[config.mk]
export PLATFORM = sky130hd
export DESIGN_NAME = led_pwm_sequencer
export DESIGN_NICKNAME = d
export VERILOG_FILES = /design/src/rtl/led_pwm_pkg.sv /design/src/rtl/led_pwm_channel.sv /design/src/rtl/led_pwm_sequencer.sv
export SDC_FILE = /design/constraint.sdc
export NUM_CORES = 1
export LEC_CHECK = 0
export CAP_MARGIN = 5
export CORE_UTILIZATION = 45
export DETAILED_ROUTE_END_ITERATION = 7
export GPL_ROUTABILITY_DRIVEN = 0
export PLACE_DENSITY = 0.63
export SETUP_SLACK_MARGIN = 0.15
export SLEW_MARGIN = 10
export SYNTH_ARGS = -nofsm -noshare
export SYNTH_HDL_FRONTEND = slang
export SYNTH_SLANG_ARGS = --single-unit
[constraint.sdc]
create_clock -name CLK -period 8.4 [get_ports CLK]
set_input_delay 0.84 -clock CLK [delete_from_list [all_inputs] [get_ports CLK]]
set_output_delay 0.84 -clock CLK [all_outputs]
set_load 0.005 [all_outputs]
[src/rtl/led_pwm_pkg.sv]
// rtl/led_pwm_pkg.sv - mode and ramp-direction encodings shared by the LED PWM sequencer
package led_pwm_pkg;

  localparam int MODE_W = 2;

  typedef enum logic [MODE_W-1:0] {
    MODE_OFF     = 2'd0,
    MODE_STATIC  = 2'd1,
    MODE_BLINK   = 2'd2,
    MODE_BREATHE = 2'd3
  } led_mode_e;

  typedef enum logic {
    DIR_UP   = 1'b0,
    DIR_DOWN = 1'b1
  } ramp_dir_e;

endpackage

[src/rtl/led_pwm_channel.sv]
// rtl/led_pwm_channel.sv - one LED channel: shadow/active config, breathe ramp FSM, PWM compare
module led_pwm_channel
  import led_pwm_pkg::*;
#(
  parameter int PWM_BITS   = 8,
  parameter int ACTIVE_LOW = 1
) (
  input  logic                i_clk,
  input  logic                i_reset,
  input  logic                i_we,
  input  logic [MODE_W-1:0]   i_mode,
  input  logic [PWM_BITS-1:0] i_duty,
  input  logic                i_load,
  input  logic                i_step_tick,
  input  logic                i_blink_phase,
  input  logic [PWM_BITS-1:0] i_pwm_cnt,
  output logic                o_led
);

  localparam logic LED_OFF = (ACTIVE_LOW != 0);

  led_mode_e           r_shadow_mode, w_shadow_mode;
  logic [PWM_BITS-1:0] r_shadow_duty, w_shadow_duty;
  led_mode_e           r_mode, w_mode;
  logic [PWM_BITS-1:0] r_duty, w_duty;
  logic [PWM_BITS-1:0] r_level, w_level;
  ramp_dir_e           r_dir, w_dir;
  logic                r_led;
  logic [PWM_BITS-1:0] w_eff;
  logic                w_led;

  always_ff @(posedge i_clk) begin
    if (i_reset) begin
      r_shadow_mode <= MODE_OFF;
      r_shadow_duty <= '0;
      r_mode        <= MODE_OFF;
      r_duty        <= '0;
      r_level       <= '0;
      r_dir         <= DIR_UP;
      r_led         <= LED_OFF;
    end else begin
      r_shadow_mode <= w_shadow_mode;
      r_shadow_duty <= w_shadow_duty;
      r_mode        <= w_mode;
      r_duty        <= w_duty;
      r_level       <= w_level;
      r_dir         <= w_dir;
      r_led         <= w_led;
    end
  end

  // Load from the (already write-updated) shadow first, so a write in the load cycle
  // bypasses; the ramp step then acts on the freshly loaded state.
  always_comb begin
    w_shadow_mode = r_shadow_mode;
    w_shadow_duty = r_shadow_duty;
    w_mode        = r_mode;
    w_duty        = r_duty;
    w_level       = r_level;
    w_dir         = r_dir;
    if (i_we) begin
      w_shadow_mode = led_mode_e'(i_mode);
      w_shadow_duty = i_duty;
    end
    if (i_load) begin
      w_mode = w_shadow_mode;
      w_duty = w_shadow_duty;
      if (w_shadow_mode != r_mode) begin
        w_level = '0;
        w_dir   = DIR_UP;
      end else if (w_mode == MODE_BREATHE && r_level > w_duty) begin
        w_level = w_duty;
        w_dir   = DIR_DOWN;
      end
    end
    if (i_step_tick && w_mode == MODE_BREATHE) begin
      case (w_dir)
        DIR_UP: begin
          if (w_level < w_duty) begin
            w_level = w_level + 1'b1;
            if (w_level == w_duty) w_dir = DIR_DOWN;
          end else begin
            w_dir = DIR_DOWN;
          end
        end
        default: begin
          if (w_level > '0) begin
            w_level = w_level - 1'b1;
            if (w_level == '0) w_dir = DIR_UP;
          end else begin
            w_dir = DIR_UP;
          end
        end
      endcase
    end
  end

  always_comb begin
    w_eff = '0;
    case (r_mode)
      MODE_STATIC:  w_eff = r_duty;
      MODE_BLINK:   w_eff = i_blink_phase ? r_duty : '0;
      MODE_BREATHE: w_eff = r_level;
      default:      w_eff = '0;
    endcase
    w_led = (i_pwm_cnt < w_eff) ^ LED_OFF;
  end

  assign o_led = r_led;

endmodule

[src/rtl/led_pwm_sequencer.sv]
// rtl/led_pwm_sequencer.sv - multi-channel PWM LED driver with OFF/STATIC/BLINK/BREATHE modes
module led_pwm_sequencer
  import led_pwm_pkg::*;
#(
  parameter int CHANNELS    = 3,
  parameter int PWM_BITS    = 8,
  parameter int STEP_DIV    = 12000,
  parameter int BLINK_STEPS = 250,
  parameter int ACTIVE_LOW  = 1
) (
  input  logic                CLK,
  input  logic                RESET,
  input  logic                cfg_we,
  input  logic [3:0]          cfg_ch,
  input  logic [MODE_W-1:0]   cfg_mode,
  input  logic [PWM_BITS-1:0] cfg_duty,
  output logic [CHANNELS-1:0] led,
  output logic                period_start
);

  localparam int PRESC_W = (STEP_DIV > 1) ? $clog2(STEP_DIV) : 1;
  localparam int BLINK_W = (BLINK_STEPS > 1) ? $clog2(BLINK_STEPS) : 1;

  logic [PRESC_W-1:0]  r_presc;
  logic [BLINK_W-1:0]  r_blink_cnt;
  logic                r_blink_phase;
  logic [PWM_BITS-1:0] r_pwm_cnt;
  logic                r_period_start;
  logic                w_step_tick;
  logic                w_pwm_max;
  logic [CHANNELS-1:0] w_ch_we;

  assign w_step_tick = (r_presc == PRESC_W'(STEP_DIV - 1));
  assign w_pwm_max   = &r_pwm_cnt;

  always_ff @(posedge CLK) begin
    if (RESET) begin
      r_presc        <= '0;
      r_blink_cnt    <= '0;
      r_blink_phase  <= 1'b0;
      r_pwm_cnt      <= '0;
      r_period_start <= 1'b0;
    end else begin
      r_presc        <= w_step_tick ? '0 : r_presc + 1'b1;
      r_pwm_cnt      <= r_pwm_cnt + 1'b1;
      r_period_start <= w_pwm_max;
      if (w_step_tick) begin
        if (r_blink_cnt == BLINK_W'(BLINK_STEPS - 1)) begin
          r_blink_cnt   <= '0;
          r_blink_phase <= ~r_blink_phase;
        end else begin
          r_blink_cnt <= r_blink_cnt + 1'b1;
        end
      end
    end
  end

  assign period_start = r_period_start;

  // Out-of-range channel indices match no channel and are silently dropped.
  for (genvar g = 0; g < CHANNELS; g++) begin : g_ch
    assign w_ch_we[g] = cfg_we && (cfg_ch == 4'(g));

    led_pwm_channel #(
      .PWM_BITS   (PWM_BITS),
      .ACTIVE_LOW (ACTIVE_LOW)
    ) u_channel (
      .i_clk         (CLK),
      .i_reset       (RESET),
      .i_we          (w_ch_we[g]),
      .i_mode        (cfg_mode),
      .i_duty        (cfg_duty),
      .i_load        (w_pwm_max),
      .i_step_tick   (w_step_tick),
      .i_blink_phase (r_blink_phase),
      .i_pwm_cnt     (r_pwm_cnt),
      .o_led         (led[g])
    );
  end

endmodule

==> impl_metrics.py <==
metrics = {
    "status": {
        "status": "completed",
    },
    "power_and_ir_drop": {
        "ir_worst_vdd_uv": 117.4,
        "power_mw": 1.380,
        "p_per_area_mw_per_mm2": 131.0,
        "p_leak_nw": 4.052,
    },
    "logic_synthesis": {
        "syn-instance-count": 1216,
        "syn-cell-area_mm2": 0.009539,
        "ys_seq_area_frac": 0.2560,
        "syn-num-nets": 1312,
        "asyncSetResetFlopFracSynth": 0,
        "synth_top_family_by_area": "compound AO/OA/AOI/OAI gates",
        "ys_types": 83,
        "yosysTopAreaCell": "dfxtp_1",
        "synthMuxAreaShare": 0.05050,
        "synthXorXnorAreaFrac": 0.05325,
        "synth-seq-cells": 122,
        "synth-simple-area-share": 0.2396,
        "synth_edf_count": 0,
        "synth_fa_ha_area_frac": 0.1036,
        "netlist.area_leader.share": 0.2560,
        "synth_area_per_cell_um2": 7.845,
        "synth.area.top_cells": "dfxtp_1 26%, ha_1 10%, nor2_1 6.7%",
        "yosysWarnings": 0,
        "synth_compound_area_frac": 0.2508,
        "ys.flop_type": "dfxtp_1",
    },
    "route": {
        "vias": 9049,
        "totalWireLength_mm": 26.93,
        "via_per_inst": 6.033,
        "drt_iter0_markers": 685,
        "first_pass_iters": 5,
        "detail-route-antenna-nets": 0,
        "wl_per_cell_um": 17.95,
        "drc": 0,
    },
    "clock_tree": {
        "hold_buffers": 0,
        "cts_buffers": 17,
        "cts_max_path_buffers": 2,
        "h-tree-depth": 4,
        "cts_root_buf": "clkbuf_16",
        "postCtsSetupBuffers": 0,
        "cts_tree": "done",
        "clkLatencyLatePin_ps": 440,
        "cts_resized": 0,
        "cts.clk_slew.worst_paths_ps": 70,
        "clock-sinks": 122,
    },
    "final_layout": {
        "layout-drive-gt1-share": 0.08218,
        "area_delta_synth_final_pct": 10.45,
        "final_util": 0.5141,
        "fin_nets": 1312,
    },
    "timing": {
        "max_slew_margin": 0.2106,
        "min_period_over_period": 0.8800,
        "tightest_slew_ps": 1175,
        "finalCriticalPeriod_ps": 7392,
        "finClkSkew_ps": 10.37,
        "setup_viol": 0,
        "hold_violations": 0,
        "drv_slew": 0,
        "fmaxAchievable_ghz": 0.1353,
        "fin_setup_tns_ps": 0,
        "rsz0062_at_grt": "false",
    },
    "floorplanning": {
        "start_util": 0.4654,
        "die_w_um": 147.6,
        "core_area_mm2": 0.02049,
        "rows": 52,
        "num_io_pins": 21,
        "die_h_um": 147.6,
        "die_area_mm2": 0.02178,
    },
    "critical_path": {
        "endpoint_kind": "flip-flop",
        "max_stage_delay_ps": 890,
        "crit_type": "in -> reg",
        "crit_slowest_cell": "or4b_1",
        "critPathTopFamily": "compound AO/OA/AOI/OAI gates",
        "path_cells": "clkdlybuf4s50_1 -> or4b_1 -> nor2_8 -> mux2_2 -> inv_1 -> ha_1 -> or4bb_1 -> a2111oi_0 -> nor2_1 -> o21ai_1 -> nor4_4 -> a32oi_2 -> inv_1 -> ha_1 -> o21a_1 -> o21a_1 -> o21ai_0 -> nand2b_1 -> a21oi_1 -> o21ai_0 -> o31ai_1 -> a2bb2oi_1 -> o21ai_0 -> a211oi_1",
        "required_ps": 8760,
        "cpMostUsedCell": "o21ai_0",
        "worstPathArrival_ps": 7750,
        "crit_buf_inv": 3,
        "path_max_fanout": 15,
        "cp-start-kind": "input port",
    },
    "grt": {
        "grt_overflow": 0,
        "grt_pass1_wl_mm": 44.15,
        "grt_pass1_vias": 8373,
        "grt_antenna_before_repair": 1,
        "track_usage": 0.2547,
        "grt_max_degree": 72,
    },
    "place": {
        "io_buffers": 20,
        "hpwl_mm": 19.55,
    },
    "min_path": {
        "hold_class": "reg -> reg",
    },
    "flow_run": {
        "cap_violations": 0,
    },
}
## layer usage
| layer | up-vias | part of all wire | track usage |
|---|---|---|---|
| met2 | 281 | 0.45 | 0.4031 |
| met5 | - | 0 | 0 |
| li1 | 4498 | - | - |
| met1 | 4232 | 0.47 | 0.3454 |
| met4 | 0 | 0.018 | 0.08196 |
| met3 | 38 | 0.065 | 0.05216 |
## where the power goes
group,leakage [nW],internal [mW],switching [mW]
logic,2.80,0.0395,0.0570
clock network,0.263,0.383,0.311
registers,0.985,0.585,0.00473
total,4.05,1.01,0.373
## path summary, 6_finish.rpt
kind	from	endpoint	depth (start not counted)	slack, ps
min	r_presc[0]$_SDFF_PP0_	r_presc[0]$_SDFF_PP0_	1	460
max	cfg_ch[3]	g_ch[0].u_channel.r_level[3]$_SDFF_PP0_	24	1010
max reg2reg	g_ch[1].u_channel.r_shadow_duty[0]$_SDFF_PP0_	g_ch[1].u_channel.r_level[1]$_SDFF_PP0_	21	2780
min reg2reg	r_presc[0]$_SDFF_PP0_	r_presc[0]$_SDFF_PP0_	1	460
## state kept, by name, indices dropped and copies added, names as in the netlist
register,flops
g_ch.u_channel.r_mode,6
g_ch.u_channel.r_shadow_mode,6
r_blink_cnt,8
g_ch.u_channel.o_led,3
g_ch.u_channel.r_dir,3
r_blink_phase,1
period_start,1
r_pwm_cnt,8
g_ch.u_channel.r_shadow_duty,24
g_ch.u_channel.r_level,24
g_ch.u_channel.r_duty,24
r_presc,14
## cell families after synthesis
kind of cell	Yosys count
adder cells (fa/ha/maj)	79
flip-flops	122
AO/OA/AOI/OAI	347
multiplexers	45
buffers and inverters	111
AND/OR/NAND/NOR	454
XOR/XNOR	58
## cell type report
class | count | area (um2)
tap | 270 | 337.8
clock inverter | 14 | 118.9
sequential | 122 | 2442
clock buffer | 18 | 429.2
antenna | 1 | 2.502
fill | 2028 | 9958
inverter | 53 | 198.9
multi-input combinational | 983 | 6666
timing repair buffer | 39 | 340.3
## through the flow
stage / worst slack (ps) / instances / cell area [um2] / hold slack, ps
2_1_floorplan: 2244 / 1216 / 9539 / 425.8
3_3_place_gp: 705.2 / 1467 / 9986 / 440.6
3_5_place_dp: 621.9 / 1467 / 9986 / 446.1
4_1_cts: 1055 / 1499 / 10530 / 461.8
5_1_grt: 389.6 / 1499 / 10530 / 516.5
6_report: 1008 / 1500 / 10540 / 458.0
## synthesized netlist by cell type, types with 5 or more instances
library cell	instances
mux2i_1	23
nand2_1	69
and2_1	14
or2_2	5
mux2_2	21
a21o_1	9
and3_1	12
nor3_1	28
a211oi_1	16
o21a_1	29
ha_1	79
a21oi_1	70
inv_1	47
o32a_1	5
nor2b_1	19
nand3_1	45
dfxtp_1	122
nor3b_1	7
o211ai_1	10
nor2_1	170
buf_2	10
o22ai_1	16
nor4_1	9
clkbuf_1	38
a31oi_1	10
xor2_1	17
o21ai_1	7
a22oi_1	32
xnor2_1	41
o31ai_1	12
a32oi_1	6
nand4_1	20
or3_1	10
buf_1	7
o32ai_1	6
o221ai_1	6
nand2b_1	14
o21ai_0	52
a22o_1	7
## worst register-to-register path, delay by kind of cell, from the launching register on
kind | cells | cell delay [ps]
AO/OA/AOI/OAI | 13 | 2990
AND/OR/NAND/NOR | 3 | 1060
adder cells (fa/ha/maj) | 2 | 630
flip-flops | 1 | 300
multiplexers | 1 | 270
buffers and inverters | 2 | 250
## cells in the final DEF (no fill, tap or decap), types with 9 or more instances in the layout
cell             instances
clkdlybuf4s50_1         19
clkbuf_16               17
a22oi_1                 32
nand4_1                 20
mux2_2                  21
or3_1                   10
nand3_1                 44
a211oi_1                16
a31oi_1                 10
o21ai_0                 52
buf_4                   20
xnor2_1                 41
a21o_1                   9
mux2i_1                 23
nor3_1                  27
nor4_1                   9
o21a_1                  29
nand2b_1                14
and3_1                  12
xor2_1                  17
o211ai_1                10
inv_1                   47
a21oi_1                 70
dfxtp_1                122
nor2b_1                 19
o22ai_1                 16
and2_1                  14
ha_1                    79
o31ai_1                 12
nand2_1                 69
nor2_1                 170
No activity file was read; power rests on OpenSTA's default activity.
